===== src/rtl/lif_neuron.sv =====
// Leaky integrate-and-fire neuron fed by a synapse spike level.
// Optional leak is enabled by defining LIF_LEAK_EN.
module lif_neuron #(
  parameter int WIDTH       = 8,
  parameter int WEIGHT      = 64,
  parameter int THRESHOLD   = 192,
  parameter int LEAK_SHIFT  = 2,
  parameter int LEAK_PERIOD = 4,
  parameter int REFRACTORY  = 3
) (
  input  logic             clk,
  input  logic             reset,
  input  logic             en,
  input  logic             spike_in,
  output logic             spike_out,
  output logic [WIDTH-1:0] membrane,
  output logic             refractory
);

  typedef enum logic [1:0] {
    INTEGRATE = 2'd0,
    FIRE      = 2'd1,
    REFRACT   = 2'd2
  } state_t;

  localparam int RW =
    (REFRACTORY < 2) ? 1 : $clog2(REFRACTORY + 1);
  localparam logic [WIDTH-1:0] W    = WIDTH'(WEIGHT);
  localparam logic [WIDTH-1:0] TH   = WIDTH'(THRESHOLD);
  localparam logic [WIDTH-1:0] MAXV = '1;

  state_t            state;
  state_t            state_n;
  logic [WIDTH-1:0]  mem_n;
  logic [RW-1:0]     refr_cnt;
  logic [RW-1:0]     refr_n;
  logic              spike_in_q;
  logic              ev;
  logic [WIDTH-1:0]  v1;
  logic [WIDTH:0]    sum;
  logic [WIDTH-1:0]  v2;
  logic              fire_now;

  assign ev = spike_in & ~spike_in_q;

`ifdef LIF_LEAK_EN
  localparam int LW =
    (LEAK_PERIOD < 2) ? 1 : $clog2(LEAK_PERIOD);

  logic [LW-1:0]    leak_cnt;
  logic             tick;
  logic [WIDTH-1:0] leak_amt;

  assign tick = (leak_cnt == LW'(LEAK_PERIOD - 1));

  // Leak is at least 1 so small potentials still decay to 0
  always_comb begin
    leak_amt = membrane >> LEAK_SHIFT;
    if (leak_amt == '0)
      leak_amt = WIDTH'(1);
    v1 = membrane;
    if (tick && membrane != '0)
      v1 = (membrane > leak_amt) ?
           (membrane - leak_amt) : '0;
  end

  always_ff @(posedge clk or posedge reset) begin
    if (reset)
      leak_cnt <= '0;
    else if (en) begin
      if (fire_now || state == FIRE)
        leak_cnt <= '0;
      else if (state == INTEGRATE)
        leak_cnt <= tick ? '0 : leak_cnt + LW'(1);
    end
  end
`else
  assign v1 = membrane;
`endif

  assign sum = {1'b0, v1} + (ev ? {1'b0, W} : '0);
  assign v2  = sum[WIDTH] ? MAXV : sum[WIDTH-1:0];
  assign fire_now = (state == INTEGRATE) && (v2 >= TH);

  always_ff @(posedge clk or posedge reset) begin
    if (reset) begin
      state      <= INTEGRATE;
      membrane   <= '0;
      refr_cnt   <= '0;
      spike_in_q <= 1'b0;
    end else begin
      state      <= state_n;
      membrane   <= mem_n;
      refr_cnt   <= refr_n;
      spike_in_q <= spike_in;
    end
  end

  always_comb begin
    state_n = state;
    mem_n   = membrane;
    refr_n  = refr_cnt;
    if (en) begin
      case (state)
        INTEGRATE: begin
          if (fire_now) begin
            mem_n   = '0;
            state_n = FIRE;
          end else begin
            mem_n = v2;
          end
        end
        FIRE: begin
          mem_n = '0;
          if (REFRACTORY == 0) begin
            state_n = INTEGRATE;
          end else begin
            state_n = REFRACT;
            refr_n  = RW'(REFRACTORY);
          end
        end
        REFRACT: begin
          mem_n = '0;
          if (refr_cnt <= RW'(1)) begin
            state_n = INTEGRATE;
            refr_n  = '0;
          end else begin
            refr_n = refr_cnt - RW'(1);
          end
        end
        default: begin
          state_n = INTEGRATE;
          mem_n   = '0;
          refr_n  = '0;
        end
      endcase
    end
  end

  assign spike_out  = (state == FIRE);
  assign refractory = (state == REFRACT);

endmodule


===== config.mk =====
export PLATFORM = sky130hd
export DESIGN_NAME = lif_neuron
export DESIGN_NICKNAME = d
export VERILOG_FILES = /design/src/rtl/lif_neuron.sv
export SDC_FILE = /design/constraint.sdc
export NUM_CORES = 1
export LEC_CHECK = 0
export CAP_MARGIN = 25
export CORE_MARGIN = 2
export CORE_UTILIZATION = 35
export CTS_CLUSTER_SIZE = 24
export DETAILED_ROUTE_END_ITERATION = 10
export PLACE_DENSITY_LB_ADDON = 0.12
export SYNTH_ARGS = -nofsm -noshare
export SYNTH_HDL_FRONTEND = slang
export SYNTH_SLANG_ARGS = --single-unit

===== constraint.sdc =====
create_clock -name clk -period 1.6 [get_ports clk]
set_input_delay 0.16 -clock clk [delete_from_list [all_inputs] [get_ports clk]]
set_output_delay 0.16 -clock clk [all_outputs]
set_load 0.005 [all_outputs]

---- After elaboration in Yosys (flattened, before gate mapping) ----
Index checks and enable logic that the tools add are counted.
word-level totals
  input port bits ......................... 4
  bits in registers ....................... 13
  output and inout port bits .............. 10
operators by class
  mux-type cells .......................... 9
  bitwise gates (word level) .............. 3
  eq/ne operators ......................... 4
  $lt $le $gt $ge ......................... 2
  reduce and logical (&&, ||, !) cells .... 4
  add/subtract/negate cells ............... 2
operator list
  operator                                                         count
  2-to-1 mux 8 bit                                                 3
  case mux 2 bit (3 select lines)                                  2
  adder 8 x 7 -> 9 bit                                             1
  >= comparator 8 bit (second input constant)                      1
  2-to-1 mux 7 bit                                                 1
  2-to-1 mux 2 bit                                                 3
  AND reduction 3 bit                                              1
  == test 2 x 1 -> 1 bit (second input constant)                   1
  == test 2 bit (second input constant)                            1
  less-or-equal comparator 2 x 1 -> 1 bit (second input constant)  1
  zero test 2 bit                                                  1
  != test 2 x 1 -> 1 bit (second input constant)                   1
  != test 2 bit (second input constant)                            1
  inverter 1 bit                                                   2
  AND reduction 2 bit                                              1
  subtractor 2 x 1 -> 2 bit (second input constant)                1
  AND 1 bit                                                        1
  logical AND 1 bit                                                1

---- Depth between registers and ports, before layout ----
Gate-level depths: netlist of run 1.
  depth after elaboration ................. 9
  mapped depth ............................ 5

---- Least setup slack after synthesis of run 1 ----
No wires, ideal clock.
  kind .................................... register to register
  start point ............................. register membrane[6]
  end point ............................... register state[1]
  setup time .............................. 79 ps
  slack ................................... 127 ps
  cell stages (with the launch flop) ...... 5
  period minus slack after synthesis ...... 1473 ps
  data arrival time ....................... 1394 ps
  cell sequence ........................... dfrtp_1 > ha_1 > maj3_2 > o211ai_2 > mux2i_1
on the way
  longest elaborated chain between the ends .. 6
RTL lines
  what                                  line  text
  start: declaration                    16    output logic [WIDTH-1:0] membrane,
  start signal: assignment              93    membrane <= mem_n;
  adder 8 x 7 -> 9 bit                  81    assign sum = {1'b0, v1} + (ev ? {1'b0, W} : '0);
  2-to-1 mux 8 bit                      82    assign v2 = sum[WIDTH] ? MAXV : sum[WIDTH-1:0];
  >= comparator 8 bit                   83    assign fire_now = (state == INTEGRATE) && (v2 >= TH);
  logical AND 1 bit                     83
  != test 2 bit (no source line)        -
  AND reduction 3 bit (no source line)  -
  end signal: assignment                92    state <= state_n;
  end: declaration                      32    state_t state;
No other way between the ends.
A chain may end at the register's enable or synchronous reset.

---- Worst setup path after layout of run 1 ----
  start point ............................. register state[1]
  end point ............................... output port spike_out
on the way
  longest elaborated chain between the ends .. 1
RTL lines
  what                    line  text
  == test 2 x 1 -> 1 bit  140   assign spike_out = (state == FIRE);
  end: declaration        15    output logic spike_out,
No other way between the ends.

==> impl_metrics.tcl, run 1 <==
set metrics [dict create \
    worstPathCellList "inv_2 -> ha_4 -> clkdlybuf4s50_1" \
    netlist.area_leader.share 0.5428 \
    dp_hpwl_um 769.6 \
    final_core_util 0.5257 \
    drtAntennaViolNets 0 \
    fp.dieArea_sq_um 2059 \
    period_share 0.9752 \
    portBuffers 13 \
    place.gp.congestion 0.7255 \
    worst_setup_path_start_kind "flop" \
    end_kind "primary output" \
    cp_slowest_stage_delay_ps 490 \
    synth_cells 51 \
    ys_types 23 \
    overflow 0 \
    yosys_warnings 0 \
    wirelength_um 1078 \
    power.density_nw_per_um2 1345 \
    grt_util_met1 0.1616 \
    first_pass_iters 4 \
    std_cell_rows 14 \
    ys_seq_area_frac 0.5428 \
    slew_headroom 0.6639 \
    met2_usage 0.1775 \
    crit_arrival_ps 1400 \
    areaGrowthSynthToFinish_pct 36.74 \
    grt_start_max_net_pins 14 \
    n_antenna_cell 0 \
    postSynthAreaPerCell_sq_um 11.75 \
    busiest_layer "met2" \
    fmax_ghz 0.6409 \
    io_pins 14 \
    maxSlewViolCount 0 \
    drcViolationCount 0 \
    syn_area_sq_um 599.3 \
    critical-path-slowest-cell "clkdlybuf4s50_1" \
    initial_utilization 0.3844 \
    irDropWorstVdd_v 0.0008271 \
    synthTopCellsByArea "dfrtp_1 54%, ha_1 8.4%, o21a_1 7.5%, inv_1 5.0%, o21ai_4 2.7%" \
    clk_latency_ps 270 \
    power.leakage_nw 0.3979 \
    finalHoldViolCount 0 \
    tritoncts "built" \
    coreArea_sq_um 1559 \
    cp_max_fo 3 \
    max-clock-path-buffers 2 \
    root_buffer "clkbuf_4" \
    nets 80 \
    crit_buf_inv 2 \
    clk_pin_slew_ps 80 \
    finClkSkew_ps 7.198 \
    cts_made_buffers 3 \
    chipWidth_um 45.38 \
    hold_class "in2reg" \
    yosysTopAreaCell "dfrtp_1" \
    drt-initial-drc-count 4 \
    status "complete, no violations" \
    antenna_found_initial 0 \
    syn_nets 59 \
    grt_usage 0.1200 \
    cap_violations 0 \
    cp.required_ps 1440 \
    path_delay_family "buffers and inverters" \
    vias_per_cell 5.115 \
    min_period_ps 1560 \
    path_class "reg2out" \
    ctsHoldBuffers 0 \
    grt_pass1_vias 419 \
    dieHeight_um 45.38 \
    tightest_slew_ps 503.6 \
    wl_per_cell_um 12.39 \
    setup-violations-final 0 \
    h-tree-depth 1 \
    vias 445 \
    rsz0062_at_grt "yes" \
    setup_tns_ps 0 \
    finalPower_mw 1.102 \
    grt_pass1_wl_um 1725 \
    met3_usage 0.02381 \
    synth-seq-cells 13 \
    layout-drive-gt1-share 0.2254 \
    clock-sinks 13 \
]
## sequential cells by signal (all words and copies together), names as in the netlist
name / flops
spike_in_q: 1
membrane: 8
state: 2
refr_cnt: 2
## cell usage in the layout (no fill, tap or decap), types with 2 or more instances in the layout
master,count
buf_4,4
clkbuf_4,3
clkdlybuf4s50_1,11
dfrtp_1,13
ha_1,2
inv_1,6
inv_2,2
nand2_1,2
o21a_1,6
## cell families (layout without fill, tap and decap cells)
logic type | Yosys count | in the layout | share of synthesized area
AO/OA/AOI/OAI | 15 | 15 | 0.2088
flip-flops | 13 | 13 | 0.5428
buffers and inverters | 9 | 29 | 0.05845
AND/OR/NAND/NOR | 8 | 8 | 0.07101
adder cells (fa/ha/maj) | 5 | 5 | 0.1023
multiplexers | 1 | 1 | 0.01670
## cells in the mapped netlist (all sizes together)
cell / number
dfrtp: 13
inv: 8
o21a: 6
ha: 4
nand2: 2
o21ai: 2
a21o: 1
a22o: 1
a31oi: 1
a32oi: 1
and2: 1
and3: 1
buf: 1
maj3: 1
mux2i: 1
nand2b: 1
nand4: 1
nor2: 1
nor2b: 1
o211ai: 1
o22ai: 1
o31ai: 1
## layout make-up
class                      instances  area [sq um]
tap                               16         20.02
fill                             140         739.5
clock buffer                       4         26.28
timing repair buffer              17         161.4
sequential                        13         325.3
inverter                           8         30.03
multi-input combinational         29         256.5
## power by group
| group | switching [mW] | internal (mW) |
|---|---|---|
| Clock | 0.105 | 0.0965 |
| Sequential | 0.0485 | 0.387 |
| Combinational | 0.228 | 0.237 |
## metal layers
metal  part of all wire  vias up
met4                  0        0
met5                  0        -
li1                   -      217
met1               0.49      214
met3              0.051        0
met2               0.46       14
## through the flow
step | setup slack [ps] | cell area [sq um] | instances | hold WS (ps)
floorplan | 126.5 | 599.3 | 51 | 36.96
global placement | -203.6 | 752.0 | 80 | 465.3
detailed placement | -236.0 | 752.0 | 80 | 476.0
CTS | 4.950 | 789.5 | 85 | 227.0
global route | -61.27 | 819.5 | 87 | 14.98
finish | 39.64 | 819.5 | 87 | 26.07
## what timing repair did
| action | in CTS | in global routing |
|---|---|---|
| endpoints found under the setup margin | 2 | 6 |
| pin swaps | 1 | 3 |
| gates cloned | 0 | 0 |
| buffers inserted | 1 | 2 |
| gates resized for setup | 5 | 3 |
## path summary, 6_finish.rpt
kind                             start          end  slack, ps  cells past startpoint
min reg2reg                membrane[2]  membrane[2]        490                      1
max                           state[1]    spike_out         40                      3
min                           spike_in   spike_in_q         30                      1
max reg2reg                 spike_in_q     state[1]         50                      5
min in group asynchronous        reset  refr_cnt[0]        210                      2
max in group asynchronous        reset  membrane[1]       1050                      2
Note: power is estimated with default switching activity, not from simulation.
==> inputs of run 2 (changes only) <==
--- a/config.mk
+++ b/config.mk
@@ -7,7 +7,7 @@
 export LEC_CHECK = 0
 export CAP_MARGIN = 25
 export CORE_MARGIN = 2
-export CORE_UTILIZATION = 35
+export CORE_UTILIZATION = 41
 export CTS_CLUSTER_SIZE = 24
 export DETAILED_ROUTE_END_ITERATION = 10
 export PLACE_DENSITY_LB_ADDON = 0.12
==> impl_metrics.tcl, run 2 (synthesis gave the netlist of run 1 again) <==
set metrics [dict create \
    place.gp.congestion 0.6697 \
    first_pass_iters 4 \
    mostFrequentLayoutCells "13 x dfrtp_1, 11 x clkdlybuf4s50_1, 6 x inv_1, 6 x o21a_1, 3 x clkbuf_4" \
    clk_latency_ps 270 \
    setup_ws_ps 43.05 \
    nFillCells 121 \
    vias_per_cell 5.169 \
    antenna_found_initial 0 \
    crit_arrival_ps 1750 \
    grt_usage 0.1386 \
    vias 429 \
    top_regs "membrane x8, refr_cnt x2, state x2" \
    drtAntennaViolNets 0 \
    rsz0062_at_grt "yes" \
    cp_max_fo 2 \
    hold_ws_ps 219.1 \
    portBuffers 13 \
    maxSlewViolCount 0 \
    setup_tns_ps 0 \
    dieHeight_um 42.24 \
    drcViolationCount 0 \
    finalHoldViolCount 0 \
    drt-initial-drc-count 5 \
    irDropWorstVdd_v 0.0006678 \
    root_buffer "clkbuf_4" \
    h-tree-depth 1 \
    clk_pin_slew_ps 80 \
    mostFrequentLayoutCell "dfrtp_1" \
    io_pins 14 \
    fp.dieArea_sq_um 1784 \
    clock-sinks 13 \
    finClkSkew_ps 1.268 \
    cts_made_buffers 3 \
    period_share 0.9731 \
    tritoncts "built" \
    worst_setup_path_start_kind "primary input" \
    fmax_ghz 0.6423 \
    path_class "in2reg" \
    finalPower_mw 1.038 \
    cts_setup_buffers 0 \
    status "complete, no violations" \
    cp.required_ps 1800 \
    place_ws_ps -263.8 \
    grt_pass1_wl_um 1842 \
    place_area_sq_um 750.7 \
    nets 77 \
    n_antenna_cell 0 \
    end_kind "flop" \
    max-clock-path-buffers 2 \
    overflow 0 \
    wirelength_um 1016 \
    grt_pass1_vias 427 \
    power.density_nw_per_um2 1308 \
    power.leakage_nw 0.3854 \
    dp_hpwl_um 741.5 \
    hold_class "in2async" \
    wl_per_cell_um 12.24 \
    slew_headroom 0.6759 \
    areaGrowthSynthToFinish_pct 32.36 \
    chipWidth_um 42.24 \
    std_cell_rows 13 \
    final_cell_area_sq_um 793.3 \
    tightest_slew_ps 485.6 \
    setup-violations-final 0 \
    coreArea_sq_um 1334 \
    grt_start_max_net_pins 14 \
    min_period_ps 1557 \
    largest_register "membrane" \
    largest_register_ffs 8 \
    cap_violations 0 \
    layout-drive-gt1-share 0.1765 \
    initial_utilization 0.4493 \
]
-- run 2: cell types whose count changed in the layout (fill, tap and decap cells not counted) --
cell / delta
buf_4: -3
nor2b_1: +1
nor2b_2: -1
-- run 2: area by class of cell --
class / count / area (sq um) / share of cell area
flip-flops and latches: 13 / 325.3 / 0.4101
clock buffers: 4 / 26.28 / 0.03312
repair buffers: 14 / 138.9 / 0.1751
well taps: 15 / 18.77 / 0.02366
multi-input cells: 29 / 254.0 / 0.3202
inverters: 8 / 30.03 / 0.03785
-- run 2: worst paths after layout --
| check | slack [ps] | end | from | cells after the start |
|---|---|---|---|---|
| worst max-delay path | 40 | state[1] | spike_in | 6 |
| max in group asynchronous | 1050 | spike_in_q | reset | 2 |
| worst min-delay path | 220 | membrane[3] | reset | 2 |
| min in group clk | 350 | spike_in_q | spike_in | 1 |
| worst min register to register | 490 | refr_cnt[0] | refr_cnt[0] | 2 |
| worst max register to register | 60 | state[1] | spike_in_q | 5 |
-- run 2: worst max-delay path: stages --
cell	delay, ps
clkdlybuf4s50_1	470
nor2b_1	140
ha_1	250
maj3_2	350
o211ai_2	190
mux2i_1	200
-- run 2: through the flow --
stage | util | std cells
2_1_floorplan | - | 51
3_3_place_gp | 0.5629 | 79
3_5_place_dp | 0.5629 | 79
4_1_cts | 0.5854 | 83
5_1_grt | 0.5947 | 83
6_report | 0.5947 | 83
-- run 2: routing by layer --
layer  vias up  GRT usage  wire length, um
li1        210          -                -
met4         0    0.07500                0
met1       210     0.1841              505
met2         9     0.2031              463
met5         -          0                0
met3         0    0.03879               47
-- run 2: timing repair --
action,CTS,global route
resized for setup,5,2
gates cloned,0,0
endpoints found under the setup margin,2,7
hold buffers,0,0
-- run 2: power breakdown --
group          switching, mW  internal [mW]
registers             0.0495          0.387
logic                  0.206          0.196
clock network          0.103         0.0965
==> inputs of run 3 (changes only) <==
--- a/config.mk
+++ b/config.mk
@@ -7,8 +7,7 @@
 export LEC_CHECK = 0
 export CAP_MARGIN = 25
 export CORE_MARGIN = 2
-export CORE_UTILIZATION = 41
-export CTS_CLUSTER_SIZE = 24
+export CORE_UTILIZATION = 40
 export DETAILED_ROUTE_END_ITERATION = 10
 export PLACE_DENSITY_LB_ADDON = 0.12
 export SYNTH_ARGS = -nofsm -noshare
==> impl_metrics.tcl, run 3 (synthesis gave the netlist of run 1 again) <==
set metrics [dict create \
    status "complete, no violations" \
    areaGrowthSynthToFinish_pct 31.94 \
    wl_per_cell_um 12.05 \
    grt_pass1_vias 414 \
    finalHoldViolCount 0 \
    hold_class "in2async" \
    grt_usage 0.1234 \
    fmax_ghz 0.6318 \
    vias_per_cell 5.095 \
    overflow 0 \
    cap_violations 0 \
    dieHeight_um 42.71 \
    drtAntennaViolNets 0 \
    setup-violations-final 0 \
    layout-drive-gt1-share 0.1884 \
    antenna_found_initial 0 \
    portBuffers 13 \
    h-tree-depth 1 \
    ctsHoldBuffers 0 \
    place_ws_ps -233.9 \
    n_antenna_cell 0 \
    coreArea_sq_um 1350 \
    chipWidth_um 42.71 \
    mostFrequentLayoutCells "13 x dfrtp_1, 11 x clkdlybuf4s50_1, 6 x inv_1, 6 x o21a_1, 3 x clkbuf_4" \
    tightest_slew_ps 491.3 \
    largest_register_ffs 8 \
    cp_max_fo 2 \
    finClkSkew_ps 5.137 \
    drt-initial-drc-count 2 \
    clk_pin_slew_ps 80 \
    grt_pass1_wl_um 1656 \
    drcViolationCount 0 \
    irDropWorstVdd_v 0.0005879 \
    min_period_ps 1583 \
    cts_made_buffers 3 \
    first_pass_iters 2 \
    root_buffer "clkbuf_4" \
    met2_usage 0.1788 \
    rsz0062_at_grt "yes" \
    worstPathCellList "clkdlybuf4s50_1 -> nor2b_1 -> ha_1 -> maj3_2 -> o211ai_2 -> mux2i_1" \
    vias 428 \
    power.leakage_nw 0.3887 \
    nFillCells 128 \
    tritoncts "built" \
    path_class "in2reg" \
    top_regs "membrane x8, refr_cnt x2, state x2" \
    initial_utilization 0.4439 \
    worst_setup_path_start_kind "primary input" \
    place.gp.congestion 0.6648 \
    met3_usage 0.02553 \
    slew_headroom 0.6721 \
    final_core_util 0.5857 \
    path_delay_family "adder cells" \
    io_pins 14 \
    setup_ws_ps 17.32 \
    std_cell_rows 13 \
    clk_latency_ps 270 \
    largest_register "membrane" \
    max-clock-path-buffers 2 \
    crit_arrival_ps 1770 \
    cp_slowest_stage_delay_ps 470 \
    nets 78 \
    fp.dieArea_sq_um 1824 \
    maxSlewViolCount 0 \
    period_share 0.9892 \
    grt_start_max_net_pins 14 \
    clock-sinks 13 \
    mostFrequentLayoutCell "dfrtp_1" \
    grt_util_met1 0.1671 \
    wirelength_um 1012 \
    cp.required_ps 1790 \
    crit_buf_inv 1 \
    power.density_nw_per_um2 1315 \
    critical-path-slowest-cell "clkdlybuf4s50_1" \
    end_kind "flop" \
    busiest_layer "met2" \
    dp_hpwl_um 728.2 \
]
## run 3: repair_timing
item | CTS | global route
gates cloned | 0 | 0
buffers inserted | 0 | 1
endpoints found under the setup margin | 2 | 6
resized for setup | 5 | 1
## run 3: where the power goes
| group | switching [mW] | internal [mW] | total (mW) | leakage [nW] |
|---|---|---|---|---|
| sequential | 0.0436 | 0.387 | 0.431 | 0.174 |
| clock | 0.0983 | 0.0963 | 0.195 | 0.0150 |
| combinational | 0.212 | 0.203 | 0.415 | 0.199 |
| total | 0.354 | 0.686 | 1.04 | 0.389 |
## run 3: worst reg2reg max path: cells and delay by family (launching register included)
kind | cells | cell delay [ps]
compound gates | 1 | 190
flops | 1 | 410
mux | 1 | 220
fa+ha+maj | 2 | 680
## run 3: worst paths after layout
kind / depth (start not counted) / slack [ps] / startpoint / endpoint
max in group asynchronous: 2 / 1060 / reset / membrane[3]
worst max-delay path: 6 / 20 / spike_in / state[1]
worst min register to register: 1 / 490 / membrane[1] / membrane[1]
worst max register to register: 4 / 20 / membrane[6] / state[1]
min in group clk: 1 / 350 / spike_in / spike_in_q
worst min-delay path: 2 / 210 / reset / membrane[2]
## run 3: layout make-up
| type | instances | area (sq um) | share of cell area |
|---|---|---|---|
| clock buffers | 4 | 26.28 | 0.03323 |
| inverters | 8 | 30.03 | 0.03797 |
| multi-input cells | 29 | 244.0 | 0.3085 |
| flip-flops and latches | 13 | 325.3 | 0.4114 |
| well taps | 15 | 18.77 | 0.02373 |
| repair buffers | 15 | 146.4 | 0.1851 |
## run 3: through the flow
step                      instance area [sq um]  hold WS [ps]  instances  setup TNS [ps]  power (mW)
after floorplan                           599.3         36.96         51               0      0.6928
after global placement                    750.7         472.1         79           -1720      0.8277
after detailed placement                  750.7         478.8         79           -1833      0.8309
after CTS                                 780.7         217.5         83               0       1.038
after global routing                      790.8         248.2         84          -81.29       1.117
final                                     790.8         207.7         84               0       1.040
## run 3: routing by layer
| layer | routed length [um] | vias to the layer above | part of all wire |
|---|---|---|---|
| met4 | 4 | 0 | 0.0040 |
| met3 | 60 | 2 | 0.059 |
| met1 | 519 | 202 | 0.51 |
| met5 | 0 | - | 0 |
| met2 | 428 | 13 | 0.42 |
| li1 | - | 211 | - |
